===== src/rtl/multdiv_pkg.sv =====
// Shared constants and operation encoding for the iterative multiply/divide unit.
package multdiv_pkg;

    localparam int WIDTH = 32;          // operand and result width
    localparam int LAST  = WIDTH + 1;   // count value at which the result is presented
    localparam int CNT_W = 6;           // enough bits to hold 0..LAST

    typedef enum logic {
        OP_MULT = 1'b0,
        OP_DIV  = 1'b1
    } op_e;

endpackage


===== src/rtl/multdiv_step.sv =====
// One iteration of the shared datapath: a radix-2 Booth add/sub plus arithmetic
// shift for multiply, or a restoring subtract-and-shift for divide.
//
// Multiply keeps the product as {hi, lo, bit}. hi is one bit wider than the
// operand so that subtracting a most-negative multiplicand cannot wrap.
// Divide keeps the partial remainder in hi and the dividend/quotient in lo.
module multdiv_step
    import multdiv_pkg::*;
#(
    parameter int WIDTH = multdiv_pkg::WIDTH
) (
    input  op_e              op_i,
    input  logic [WIDTH:0]   hi_i,
    input  logic [WIDTH-1:0] lo_i,
    input  logic             bit_i,
    input  logic [WIDTH-1:0] m_i,
    output logic [WIDTH:0]   hi_o,
    output logic [WIDTH-1:0] lo_o,
    output logic             bit_o
);

    logic [WIDTH:0] m_ext;
    logic [WIDTH:0] sum;
    logic [WIDTH:0] rem_sh;
    logic [WIDTH:0] trial;

    assign m_ext = {m_i[WIDTH-1], m_i};

    // Next-state of the working registers for one multiply or divide step.
    // NOTE: every output gets a default first so no path can infer a latch.
    always_comb begin
        sum    = hi_i;
        rem_sh = '0;
        trial  = '0;
        hi_o   = hi_i;
        lo_o   = lo_i;
        bit_o  = bit_i;
        if (op_i == OP_MULT) begin
            case ({lo_i[0], bit_i})
                2'b01:   sum = hi_i + m_ext;
                2'b10:   sum = hi_i - m_ext;
                default: sum = hi_i;
            endcase
            hi_o  = {sum[WIDTH], sum[WIDTH:1]};
            lo_o  = {sum[0], lo_i[WIDTH-1:1]};
            bit_o = lo_i[0];
        end else begin
            rem_sh = {hi_i[WIDTH-1:0], lo_i[WIDTH-1]};
            trial  = rem_sh - {1'b0, m_i};
            if (!trial[WIDTH]) begin
                hi_o = trial;
                lo_o = {lo_i[WIDTH-2:0], 1'b1};
            end else begin
                hi_o = rem_sh;
                lo_o = {lo_i[WIDTH-2:0], 1'b0};
            end
        end
    end

endmodule


===== src/rtl/multdiv_iter.sv =====
// Iterative signed multiply/divide unit for the execute stage. A start loads
// count=1, steps run at counts 1..32, and the result is presented with a
// one-cycle ready strobe while count==33. A new start always aborts and restarts.
module multdiv_iter #(
    parameter int WIDTH = multdiv_pkg::WIDTH,
    parameter int LAST  = multdiv_pkg::LAST
) (
    input  logic             clock,
    input  logic             reset,
    input  logic             ctrl_MULT,
    input  logic             ctrl_DIV,
    input  logic [WIDTH-1:0] data_operandA,
    input  logic [WIDTH-1:0] data_operandB,
    output logic [WIDTH-1:0] data_result,
    output logic             data_exception,
    output logic             data_resultRDY,
    output logic             busy
);

    import multdiv_pkg::op_e;
    import multdiv_pkg::OP_MULT;
    import multdiv_pkg::OP_DIV;
    import multdiv_pkg::CNT_W;

    localparam logic [CNT_W-1:0] CNT_LAST     = CNT_W'(LAST);
    localparam logic [CNT_W-1:0] CNT_STEP_END = CNT_W'(LAST - 1);

    logic [CNT_W-1:0] count_q, count_d;
    op_e              op_q;
    logic [WIDTH:0]   hi_q;
    logic [WIDTH-1:0] lo_q, m_q;
    logic             bit_q, neg_q;
    logic [WIDTH-1:0] result_q;
    logic             exc_q;

    logic             start, step_en;
    logic [WIDTH-1:0] a_mag, b_mag;
    logic [WIDTH:0]   step_hi;
    logic [WIDTH-1:0] step_lo;
    logic             step_bit;
    logic [WIDTH:0]   prod_top;
    logic [WIDTH-1:0] fin_result;
    logic             fin_exc;

    assign start   = ctrl_MULT | ctrl_DIV;
    assign step_en = (count_q != '0) && (count_q != CNT_LAST);
    assign a_mag   = data_operandA[WIDTH-1] ? (~data_operandA + 1'b1) : data_operandA;
    assign b_mag   = data_operandB[WIDTH-1] ? (~data_operandB + 1'b1) : data_operandB;

    multdiv_step #(.WIDTH(WIDTH)) u_step (
        .op_i  (op_q),
        .hi_i  (hi_q),
        .lo_i  (lo_q),
        .bit_i (bit_q),
        .m_i   (m_q),
        .hi_o  (step_hi),
        .lo_o  (step_lo),
        .bit_o (step_bit)
    );

    // Sequence counter: start wins over everything, 33 wraps back to idle.
    always_comb begin
        count_d = count_q + 1'b1;
        if (start) begin
            count_d = CNT_W'(1);
        end else if (count_q == '0 || count_q == CNT_LAST) begin
            count_d = '0;
        end
    end

    // Count register.
    // NOTE: sequential state uses non-blocking assignments so every flop samples pre-edge values.
    always_ff @(posedge clock or negedge reset) begin
        if (!reset) begin
            count_q <= '0;
        end else begin
            count_q <= count_d;
        end
    end

    // Operand/accumulator registers: load on start, advance one step per busy cycle.
    always_ff @(posedge clock or negedge reset) begin
        if (!reset) begin
            op_q  <= OP_MULT;
            hi_q  <= '0;
            lo_q  <= '0;
            m_q   <= '0;
            bit_q <= 1'b0;
            neg_q <= 1'b0;
        end else if (start) begin
            hi_q  <= '0;
            bit_q <= 1'b0;
            if (ctrl_MULT) begin
                op_q  <= OP_MULT;
                lo_q  <= data_operandA;
                m_q   <= data_operandB;
                neg_q <= 1'b0;
            end else begin
                op_q  <= OP_DIV;
                lo_q  <= a_mag;
                m_q   <= b_mag;
                neg_q <= data_operandA[WIDTH-1] ^ data_operandB[WIDTH-1];
            end
        end else if (step_en) begin
            hi_q  <= step_hi;
            lo_q  <= step_lo;
            bit_q <= step_bit;
        end
    end

    // Final fix-up from the last step: product overflow, quotient sign, special cases.
    always_comb begin
        prod_top   = {step_hi[WIDTH-1:0], step_lo[WIDTH-1]};
        fin_result = step_lo;
        fin_exc    = 1'b0;
        if (op_q == OP_MULT) begin
            fin_exc = !((&prod_top) || (~|prod_top));
        end else if (m_q == '0) begin
            fin_result = '0;
            fin_exc    = 1'b1;
        end else begin
            fin_result = neg_q ? (~step_lo + 1'b1) : step_lo;
            // A positive quotient with the top bit set only arises from -2^31 / -1.
            fin_exc    = !neg_q && step_lo[WIDTH-1];
        end
    end

    // Result registers: written only on the edge entering count 33, held otherwise.
    always_ff @(posedge clock or negedge reset) begin
        if (!reset) begin
            result_q <= '0;
            exc_q    <= 1'b0;
        end else if (!start && count_q == CNT_STEP_END) begin
            result_q <= fin_result;
            exc_q    <= fin_exc;
        end
    end

    assign data_result    = result_q;
    assign data_exception = exc_q;
    assign data_resultRDY = (count_q == CNT_LAST);
    assign busy           = (count_q != '0);

endmodule

===== config.mk =====
export PLATFORM = sky130hd
export DESIGN_NAME = multdiv_iter
export DESIGN_NICKNAME = d
export VERILOG_FILES = /design/src/rtl/multdiv_pkg.sv /design/src/rtl/multdiv_step.sv /design/src/rtl/multdiv_iter.sv
export SDC_FILE = /design/constraint.sdc
export NUM_CORES = 1
export LEC_CHECK = 0
export CELL_PAD_IN_SITES_DETAIL_PLACEMENT = 1
export CELL_PAD_IN_SITES_GLOBAL_PLACEMENT = 1
export CORE_ASPECT_RATIO = 1.25
export CORE_MARGIN = 3
export CORE_UTILIZATION = 48
export CTS_BUF_LIST = sky130_fd_sc_hd__clkbuf_16
export DETAILED_ROUTE_END_ITERATION = 10
export PLACE_DENSITY_LB_ADDON = 0.1
export SLEW_MARGIN = 30
export SYNTH_ARGS = -nofsm -noshare
export SYNTH_HDL_FRONTEND = slang
export SYNTH_SLANG_ARGS = --single-unit
export TNS_END_PERCENT = 1

===== constraint.sdc =====
create_clock -name clock -period 11.2 [get_ports clock]
set_input_delay 2.24 -clock clock [delete_from_list [all_inputs] [get_ports clock]]
set_output_delay 2.24 -clock clock [all_outputs]
set_load 0.005 [all_outputs]

Yosys cells after proc, flatten, opt, wreduce, memory -nomap -nowiden
Cells that the tools add are included.
{"block": "word_totals", "latch_bits": 0, "in_bits": 68, "ff_bits": 139, "ramBits": 0, "mem_bits_ro": 0, "memories": 0}
{"block": "op_classes", "n_reduce_logical": 16, "shifts": 0, "n_div": 0, "mul": 0, "bitwise": 5, "muxes": 25, "addsub": 7, "order_cmp": 0, "eq_ne": 6}
{"cell": "32-bit two-way mux", "n": 10}
{"cell": "33-bit two-way mux", "n": 4}
{"cell": "32-bit by 1-bit adder with 32-bit output (second input constant)", "n": 3}
{"cell": "32-bit inverter", "n": 3}
{"cell": "33-bit one-hot mux with 2 select lines", "n": 1}
{"cell": "33-bit adder", "n": 1}
{"cell": "33-bit AND reduction", "n": 1}
{"cell": "33-bit OR reduction", "n": 1}
{"cell": "33-bit by 32-bit subtractor with 33-bit output", "n": 1}
{"cell": "33-bit subtractor", "n": 1}
{"cell": "32-bit zero test", "n": 1}
{"cell": "6-bit == test (second input constant)", "n": 2}
{"cell": "6-bit two-way mux", "n": 2}
{"cell": "1-bit two-way mux", "n": 8}
{"cell": "6-bit by 1-bit adder with 6-bit output (second input constant)", "n": 1}
{"cell": "6-bit zero test", "n": 1}
{"cell": "6-bit inequality test (second input constant)", "n": 1}
{"cell": "6-bit nonzero test", "n": 1}
{"cell": "1-bit zero test", "n": 4}
{"cell": "1-bit logical AND", "n": 3}
{"cell": "2-bit by 1-bit == test with 1-bit output (second input constant)", "n": 1}
{"cell": "2-bit == test (second input constant)", "n": 1}
{"cell": "1-bit logical OR", "n": 2}
{"cell": "2-bit by 1-bit inequality test with 1-bit output (second input constant)", "n": 1}
{"cell": "other kinds (4)", "n": 4}

Longest topological paths before layout
Gate-level depths: netlist of the first run.
{"block": "depth", "word_depth": 8, "depth_mapped": 30}

Modules after synthesis
A second synthesis of the first run with hierarchy kept.
{"block": "unflattened", "cells_unflattened": 1721, "hier_area_um2": 13287.7}
{"module": "multdiv_iter", "n_inst": 1, "cells_per_inst": 937, "area_per_inst_um2": 7878.8, "seq_area_each_um2": 3478.3}
{"module": "multdiv_step", "n_inst": 1, "cells_per_inst": 784, "area_per_inst_um2": 5408.9, "seq_area_each_um2": 0.0}

Worst setup path before layout of the first run
Ideal clock, no wire load.
{"block": "synth_path", "path_kind": "reg-to-reg", "startpoint": "register lo_q[31]", "endpoint": "register result_q[28] (netlist: data_result[28])", "t_required_ns": 11.069, "t_arrival_ns": 5.535, "period_less_slack_ns": 5.665, "path_buffers": 2, "path_stages_with_launch": 31, "path_slack_ns": 5.535, "setup_time_ns": 0.131, "path_cell_list": "dfrtp_1 > inv_1 > ha_1 > inv_1 > fa_1 > a211oi_1 > o211ai_1 > a21oi_1 > o21ai_1 > a2111o_1 > o211ai_1 > nand2b_1 > a21o_1 > a21o_1 > ha_1 > clkbuf_1 > inv_1 > nor2_1 > clkbuf_1 > nor2_1 > ha_1 > nand3_1 > nor3_1 > nand3b_1 > o31ai_1 > nand2_1 > a21o_1 > a21oi_1 > xor2_1 > a21oi_1 > o21ai_1"}
{"block": "synth_via", "elab_chain_len": 8}
{"item": "start: declaration", "line_no": "multdiv_iter.sv:31", "text": "logic [WIDTH-1:0] lo_q, m_q;"}
{"item": "start signal: assignment", "line_no": "multdiv_iter.sv:95", "text": "lo_q <= data_operandA;"}
{"item": "start signal: assignment", "line_no": "multdiv_iter.sv:100", "text": "lo_q <= a_mag;"}
{"item": "start signal: assignment", "line_no": "multdiv_iter.sv:106", "text": "lo_q <= step_lo;"}
{"item": "33-bit by 32-bit subtractor with 33-bit output", "line_no": "multdiv_step.sv:49", "text": "trial = rem_sh - {1'b0, m_i};"}
{"item": "1-bit two-way mux", "line_no": "multdiv_step.sv:50", "text": "if (!trial[WIDTH]) begin"}
{"item": "32-bit two-way mux", "line_no": "multdiv_step.sv:38", "text": "if (op_i == OP_MULT) begin"}
{"item": "32-bit inverter", "line_no": "multdiv_iter.sv:122", "text": "fin_result = neg_q ? (~step_lo + 1'b1) : step_lo;"}
{"item": "32-bit by 1-bit adder with 32-bit output", "line_no": "multdiv_iter.sv:122"}
{"item": "32-bit two-way mux", "line_no": "multdiv_iter.sv:122"}
{"item": "32-bit two-way mux", "line_no": "multdiv_iter.sv:118", "text": "end else if (m_q == '0) begin"}
{"item": "32-bit two-way mux", "line_no": "multdiv_iter.sv:116", "text": "if (op_q == OP_MULT) begin"}
{"item": "end signal: assignment", "line_no": "multdiv_iter.sv:134", "text": "result_q <= fin_result;"}
{"item": "end: declaration", "line_no": "multdiv_iter.sv:33", "text": "logic [WIDTH-1:0] result_q;"}
Every way passes these cells.
A chain may end at the register's enable or synchronous reset.

Worst setup path in the final report of the first run
{"block": "layout_path", "startpoint": "register lo_q[31]", "endpoint": "register result_q[26] (netlist: data_result[26])"}
The elaborated chain is that of the path after synthesis.

==> summary.md, run 1 <==
| Metric | Value |
|---|---|
| First-pass GRT wire length | `82,100 µm` |
| Max-cap violations | `0` |
| Clk_lat worst skew | `460 ps` |
| Initial Util | `48.8%` |
| Peak Freq | `0.145 GHz` |
| Clock buffer depth | `2` |
| Syn_nets | `1,967` |
| Int Pwr | `0.00120 W` |
| Via count | `14,219` |
| Reg clk slew, reported paths | `80 ps` |
| Crit path launch type | `flip-flop` |
| Port Buffer Count | `102` |
| Worst setup path endpoint | `data_result[26]` |
| Post-Route Skew | `12.2 ps` |
| Peak supply drop | `109 µV` |
| Ratio of cells with drive above 1 in the final layout | `4.04%` |
| Hold Crit Class | `reg2reg` |
| Synth unique cells | `84` |
| Net Switching | `0.000967 W` |
| Die area | `30,200 µm²` |
| Seq cells post-synth | `139` |
| Clock Sinks | `139` |
| Worst R2R End | `data_result[26]` |
| Total gr overflow | `0` |
| Pwr Density | `141 nW/µm²` |
| Slew @ Worst Pin | `930 ps` |
| IO Count | `103` |
| H-tree Lvls | `4` |
| CTS Buf Count | `17` |
| Final Max Slew Viols | `0` |
| Placer Congestion | `0.940` |
| Worst path max stage delay | `460 ps` |
| Iteration-0 DRC Markers | `860` |
| Crit-path max FO | `15` |
| Leak | `6.38 nW` |
| Clock power share | `27.3%` |
| Count leader, synth | `a21oi_1` |
| Register area share after synthesis | `25.8%` |
| Synth cell count leaders | `a21oi_1 (231), nand2_1 (218), nor2_1 (174)` |
| Post-cts sizing count | `0` |
| Die W | `156 µm` |
| Setup bufs post-CTS | `0` |
| Average size of a mapped cell | `7.40 µm²` |
| Core ar. | `27,700 µm²` |
| Area Overhead vs Synth | `13.6%` |
| Crit share post-route | `61.7%` |
| Setup_tns | `0 ps` |
| Final Hold Fails | `0` |
| Post-DP HPWL | `39,100 µm` |
| Area leader, netlist | `dfrtp_1` |
| Final WL | `52,100 µm` |
| Via density | `6.38` |
| Predominant post-synthesis flop cell | `dfrtp_1` |
| Reg2reg start | `lo_q[31]` |
| Slowest cell on the critical path | `inv_1` |
| Asr flop ratio synth | `100%` |
| R2R depth | `28` |
| # nets final | `2,009` |
| Top cell type's share of synthesized area | `25.8%` |
| Layout fillers | `3,527` |
| Synth top area cells | `dfrtp_1 (26%), a21oi_1 (8.6%), xnor2_1 (6.9%)` |
| Synthesized area | `13,500 µm²` |
| Tmin final | `6910 ps` |
| Residual DRC count | `0` |
| Largest net degree at the start of global routing | `85` |
| Synth warnings | `0` |
| Reg2reg setup slack | `4290 ps` |
| Fin util | `55.4%` |
| Inserted Diodes | `0` |
| Final setup violation count | `0` |
| Kind of end point of the critical path | `flip-flop` |
| DRT Pass-1 Iters | `5` |
| Vias in the first global route | `15,038` |
| Rel. slew slack | `38.0%` |
| Sw frac | `44.7%` |
| Status | `finished clean` |
| Die height | `193 µm` |
| Critical path origin | `lo_q[31]` |
| CTS Root Cell | `clkbuf_16` |
| Rows | `68` |
| DRT antenna net count | `0` |
| All-layer global routing usage | `34.5%` |
| Data required time at the worst endpoint | `11,520 ps` |
| WP data arrival | `7230 ps` |
| Initial antenna violation count | `0` |
| Sequential Power Share | `28.3%` |
| RSZ-0062 raised after global routing | `false` |
| Combinational Power Share | `44.4%` |
| WS Path Type | `reg2reg` |
| Post-synthesis cell count | `1,824` |
| Number of synthesized flops with an enable pin | `0` |
| CTS tree | `yes` |
| Wire per inst | `23.4 µm` |
| Post-CTS Hold Buffers | `0` |
-- worst min path at each step --
stage / from / to / cells after the start
floorplan: data_result[0] / data_result[0] / 2
global placement: data_result[14] / data_result[14] / 2
detailed placement: data_result[9] / data_result[9] / 2
CTS: data_result[9] / data_result[9] / 2
global route: data_result[7] / data_result[7] / 2
finish: data_result[9] / data_result[9] / 2
-- flip-flops by register name (all words and copies together) (netlist names) --
name / count
lo_q: 32
data_result: 32
hi_q: 33
bit_q: 1
data_exception: 1
neg_q: 1
op_q: 1
m_q: 32
count_q: 6
-- worst max-delay path, delay by kind of cell, from the launching register on --
kind | cells | cell delay (ps)
AOI/OAI and AO/OA | 13 | 3200
and+or+nand+nor | 7 | 1390
adders and majority gates | 4 | 1080
buffers and inverters | 3 | 590
DFF | 1 | 400
xor gates and xnor gates | 1 | 100
-- per-layer routing --
layer / share of wire (%) / vias to the layer above / global-route usage (%)
met5: 0 / - / 0
met4: 8.9 / 0 / 25.8
met3: 3.9 / 199 / 5.57
met2: 51 / 379 / 60.0
met1: 37 / 7002 / 37.1
li1: - / 6639 / -
-- cell usage in the layout (no fill, tap or decap), types with 17 or more instances in the layout --
cell type,instances
clkbuf_16,17
nand2b_1,19
a21o_1,33
o21ai_1,34
nor3_1,45
nand2_1,217
nand4_1,23
dfrtp_1,138
clkdlybuf4s50_1,101
a31oi_1,29
and3_1,19
nand3_1,35
inv_1,73
xnor2_1,107
o211ai_1,17
a211oi_1,44
ha_1,73
o21ai_0,105
xor2_1,56
nor2_1,171
nor2b_1,34
a21oi_1,231
-- kinds of logic (layout without fill, tap and decap cells) --
| group | Yosys count | in the layout | share of synthesized area (%) |
|---|---|---|---|
| and+or+nand+nor | 653 | 653 | 23.2 |
| AOI/OAI and AO/OA | 604 | 604 | 27.1 |
| buffers and inverters | 170 | 225 | 4.78 |
| xor gates and xnor gates | 163 | 163 | 10.6 |
| DFF | 139 | 139 | 25.8 |
| adders and majority gates | 75 | 75 | 7.07 |
| muxes | 20 | 20 | 1.52 |
-- stage by stage --
stage / cells / cell area (µm²) / worst slack (ps) / total power (W) / hold WS (ps)
2_1_floorplan: 1824 / 13500 / 5530 / 0.00125 / 473
3_3_place_gp: 2197 / 14700 / 4520 / 0.00153 / 466
3_5_place_dp: 2197 / 14700 / 4310 / 0.00156 / 478
4_1_cts: 2229 / 15300 / 4210 / 0.00215 / 490
5_1_grt: 2229 / 15300 / 3690 / 0.00229 / 526
6_report: 2229 / 15300 / 4290 / 0.00216 / 484
-- area by class of cell --
type / count / area [µm²] / area share, %
multi-input combinational: 1515 / 9400 / 61.3
sequential: 139 / 3480 / 22.7
timing repair buffer: 118 / 1140 / 7.45
tap: 350 / 438 / 2.86
clock buffer: 17 / 425 / 2.78
inverter: 75 / 282 / 1.84
clock inverter: 15 / 164 / 1.07
-- power groups by stage --
| stage | Combinational (W) | Sequential [W] | Clock [W] |
|---|---|---|---|
| finish | 0.000960 | 0.000613 | 0.000589 |
| global route | 0.00105 | 0.000618 | 0.000619 |
| CTS | 0.000947 | 0.000611 | 0.000595 |
| detailed placement | 0.000935 | 0.000621 | 0 |
| global placement | 0.000912 | 0.000618 | 0 |
| floorplan | 0.000664 | 0.000591 | 0 |
Power figures use the tool's default switching activity.
==> inputs of run 2 (changes only) <==
- CORE_UTILIZATION: 48 -> 45
- clock period: 11.2 -> 6.66 ns (I/O delays scaled with it)
==> summary.md, run 2 (synthesized netlist as in run 1, its figures left out) <==
| Metric | Value |
|---|---|
| Setup_tns | `0 ps (unchanged)` |
| Post-DP HPWL | `40,600 µm (+3.8%)` |
| Peak supply drop | `135 µV (+24%)` |
| # nets final | `2,020 (+0.55%)` |
| Worst R2R End | `data_result[24]` |
| Worst path max stage delay | `430 ps (-30 ps)` |
| Slowest cell on the critical path | `fa_1` |
| IO Count | `103 (unchanged)` |
| Clk_lat worst skew | `440 ps (-20 ps)` |
| Reg clk slew, reported paths | `80 ps (about the same)` |
| Final Hold Fails | `0 (unchanged)` |
| Non-Filler Instances | `2,286 (+2.6%)` |
| WS Path Type | `reg2reg` |
| Max-cap violations | `0 (unchanged)` |
| Post-Route Skew | `14.2 ps (+1.97 ps)` |
| R2R depth | `28 (unchanged)` |
| Rel. slew slack | `39.0% (+0.95 points)` |
| Area Overhead vs Synth | `14.9%` |
| HP Start | `data_result[12]` |
| Final WL | `53,400 µm (+2.4%)` |
| H-tree Lvls | `4 (unchanged)` |
| CTS tree | `yes` |
| Crit-path max FO | `6 (-9)` |
| All-layer global routing usage | `32.9% (-1.6 points)` |
| Hold path depth | `2 (unchanged)` |
| Kind of end point of the critical path | `flip-flop` |
| Iteration-0 DRC Markers | `771 (-10%)` |
| Slew @ Worst Pin | `916 ps (-14.3 ps)` |
| Wire per inst | `23.3 µm (-0.20%)` |
| WP data arrival | `6380 ps (-850 ps)` |
| Port Buffer Count | `102 (unchanged)` |
| Reg2reg start | `lo_q[31]` |
| Placer Congestion | `0.909 (-3.4%)` |
| Most frequent cells in the layout | `a21oi_1 (231), nand2_1 (217), nor2_1 (172)` |
| Vias in the first global route | `14,848 (-1.3%)` |
| Status | `finished clean` |
| CTS Buf Count | `17 (unchanged)` |
| Clock Sinks | `139 (unchanged)` |
| First-pass GRT wire length | `82,500 µm (+0.51%)` |
| Total gr overflow | `0 (unchanged)` |
| Peak Freq | `0.165 GHz (+14%)` |
| Crit share post-route | `91.2% (+30 points)` |
| Multi-input logic area | `9410 µm² (+0.11%)` |
| Commonest non-fill, non-tap cell in the layout | `a21oi_1` |
| RSZ-0062 raised after global routing | `false` |
| Final setup violation count | `0 (unchanged)` |
| Pwr Density | `236 nW/µm² (+68%)` |
| Die area | `32,100 µm² (+6.4%)` |
| Via density | `6.20 (-2.7%)` |
| Reg2reg setup slack | `580 ps (-3700 ps)` |
| Core ar. | `29,400 µm² (+6.4%)` |
| Final Max Slew Viols | `0 (unchanged)` |
| CTS Root Cell | `clkbuf_16` |
| Number of flip-flops in the largest register | `33 (unchanged)` |
| Crit path launch type | `flip-flop` |
| Hold Path End | `data_result[12]` |
| Residual DRC count | `0 (unchanged)` |
| Initial antenna violation count | `0 (unchanged)` |
| Hold Crit Class | `reg2reg` |
| DRT antenna net count | `0 (unchanged)` |
| Die height | `200 µm (+3.2%)` |
| Die W | `161 µm (+3.2%)` |
| Layout fillers | `3,756 (+6.5%)` |
| Largest net degree at the start of global routing | `94 (+11%)` |
| Leak | `6.44 nW (+1.0%)` |
| Rows | `70 (+2.9%)` |
| Tmin final | `6080 ps (-836 ps)` |
| Seq. cell area | `3480 µm² (unchanged)` |
| Clock buffer depth | `2 (unchanged)` |
| Initial Util | `45.9% (-2.9 points)` |
| Inserted Diodes | `0 (unchanged)` |
| Post-placement cell count | `2,254 (+2.6%)` |
| Data required time at the worst endpoint | `6960 ps (-4560 ps)` |
| Top reg by flops | `hi_q` |
| Ratio of cells with drive above 1 in the final layout | `4.71% (+0.66 points)` |
| DRT Pass-1 Iters | `5 (unchanged)` |
| Via count | `14,183 (-0.25%)` |
## run 2: report_power, final
group / internal, W / switching [W]
Combinational: 0.000607 / 0.00103
Sequential: 0.000911 / 0.000117
Clock: 0.000512 / 0.000488
Total: 0.00203 / 0.00164
## run 2: repair_timing
| action | in CTS | in global routing |
|---|---|---|
| setup endpoints to repair | 0 | 10 |
| hold buffers | 0 | 0 |
| setup buffers | 0 | 0 |
| gates resized for setup | 0 | 3 |
## run 2: stage by stage
step / total power [W] / instance area, µm² / utilization, % / worst slack, ps / hold WS, ps
floorplan: 0.00211 / 13500 / - / 995 / 473
global placement: 0.00261 / 14900 / 50.5 / 669 / 466
detailed placement: 0.00265 / 14900 / 50.5 / 505 / 479
CTS: 0.00366 / 15500 / 52.6 / 442 / 496
global route: 0.00387 / 15500 / 52.7 / 30.3 / 511
finish: 0.00367 / 15500 / 52.7 / 584 / 488
## run 2: layout make-up
type | instances | share of cell area, %
Multi-Input combinational cell | 1515 | 60.6
Sequential cell | 139 | 22.5
Tap cell | 396 | 3.19
Clock inverter | 15 | 1.23
Clock buffer | 17 | 2.74
Inverter | 75 | 1.82
Timing Repair Buffer | 129 | 7.91
## run 2: worst max path at each step
stage,start,endpoint,slack [ps],depth (start not counted)
floorplan,lo_q[31],data_result[28],990,30
global placement,lo_q[31],data_result[28],670,28
detailed placement,lo_q[31],data_result[28],510,28
CTS,lo_q[31],data_result[28],440,28
global route,lo_q[31],data_result[24],30,28
finish,lo_q[31],data_result[24],580,28
## run 2: metal layers
layer  share of wire [%]  routed length [µm]  track usage, %  vias up
met5                   0                   0               0        -
li1                    -                   -               -     6656
met4                 9.1                4870            25.9        0
met2                  50               26900            59.9      349
met1                  37               20000            34.7     7027
met3                 3.0                1600            3.63      151
## run 2: worst max-delay path: cells and delay by family (launching register included)
family,cells,cell delay (ps)
simple gates,7,1140
compound gates,13,2970
xor+xnor,1,80
flops,1,390
buf+inv,3,220
fa+ha+maj,4,1120
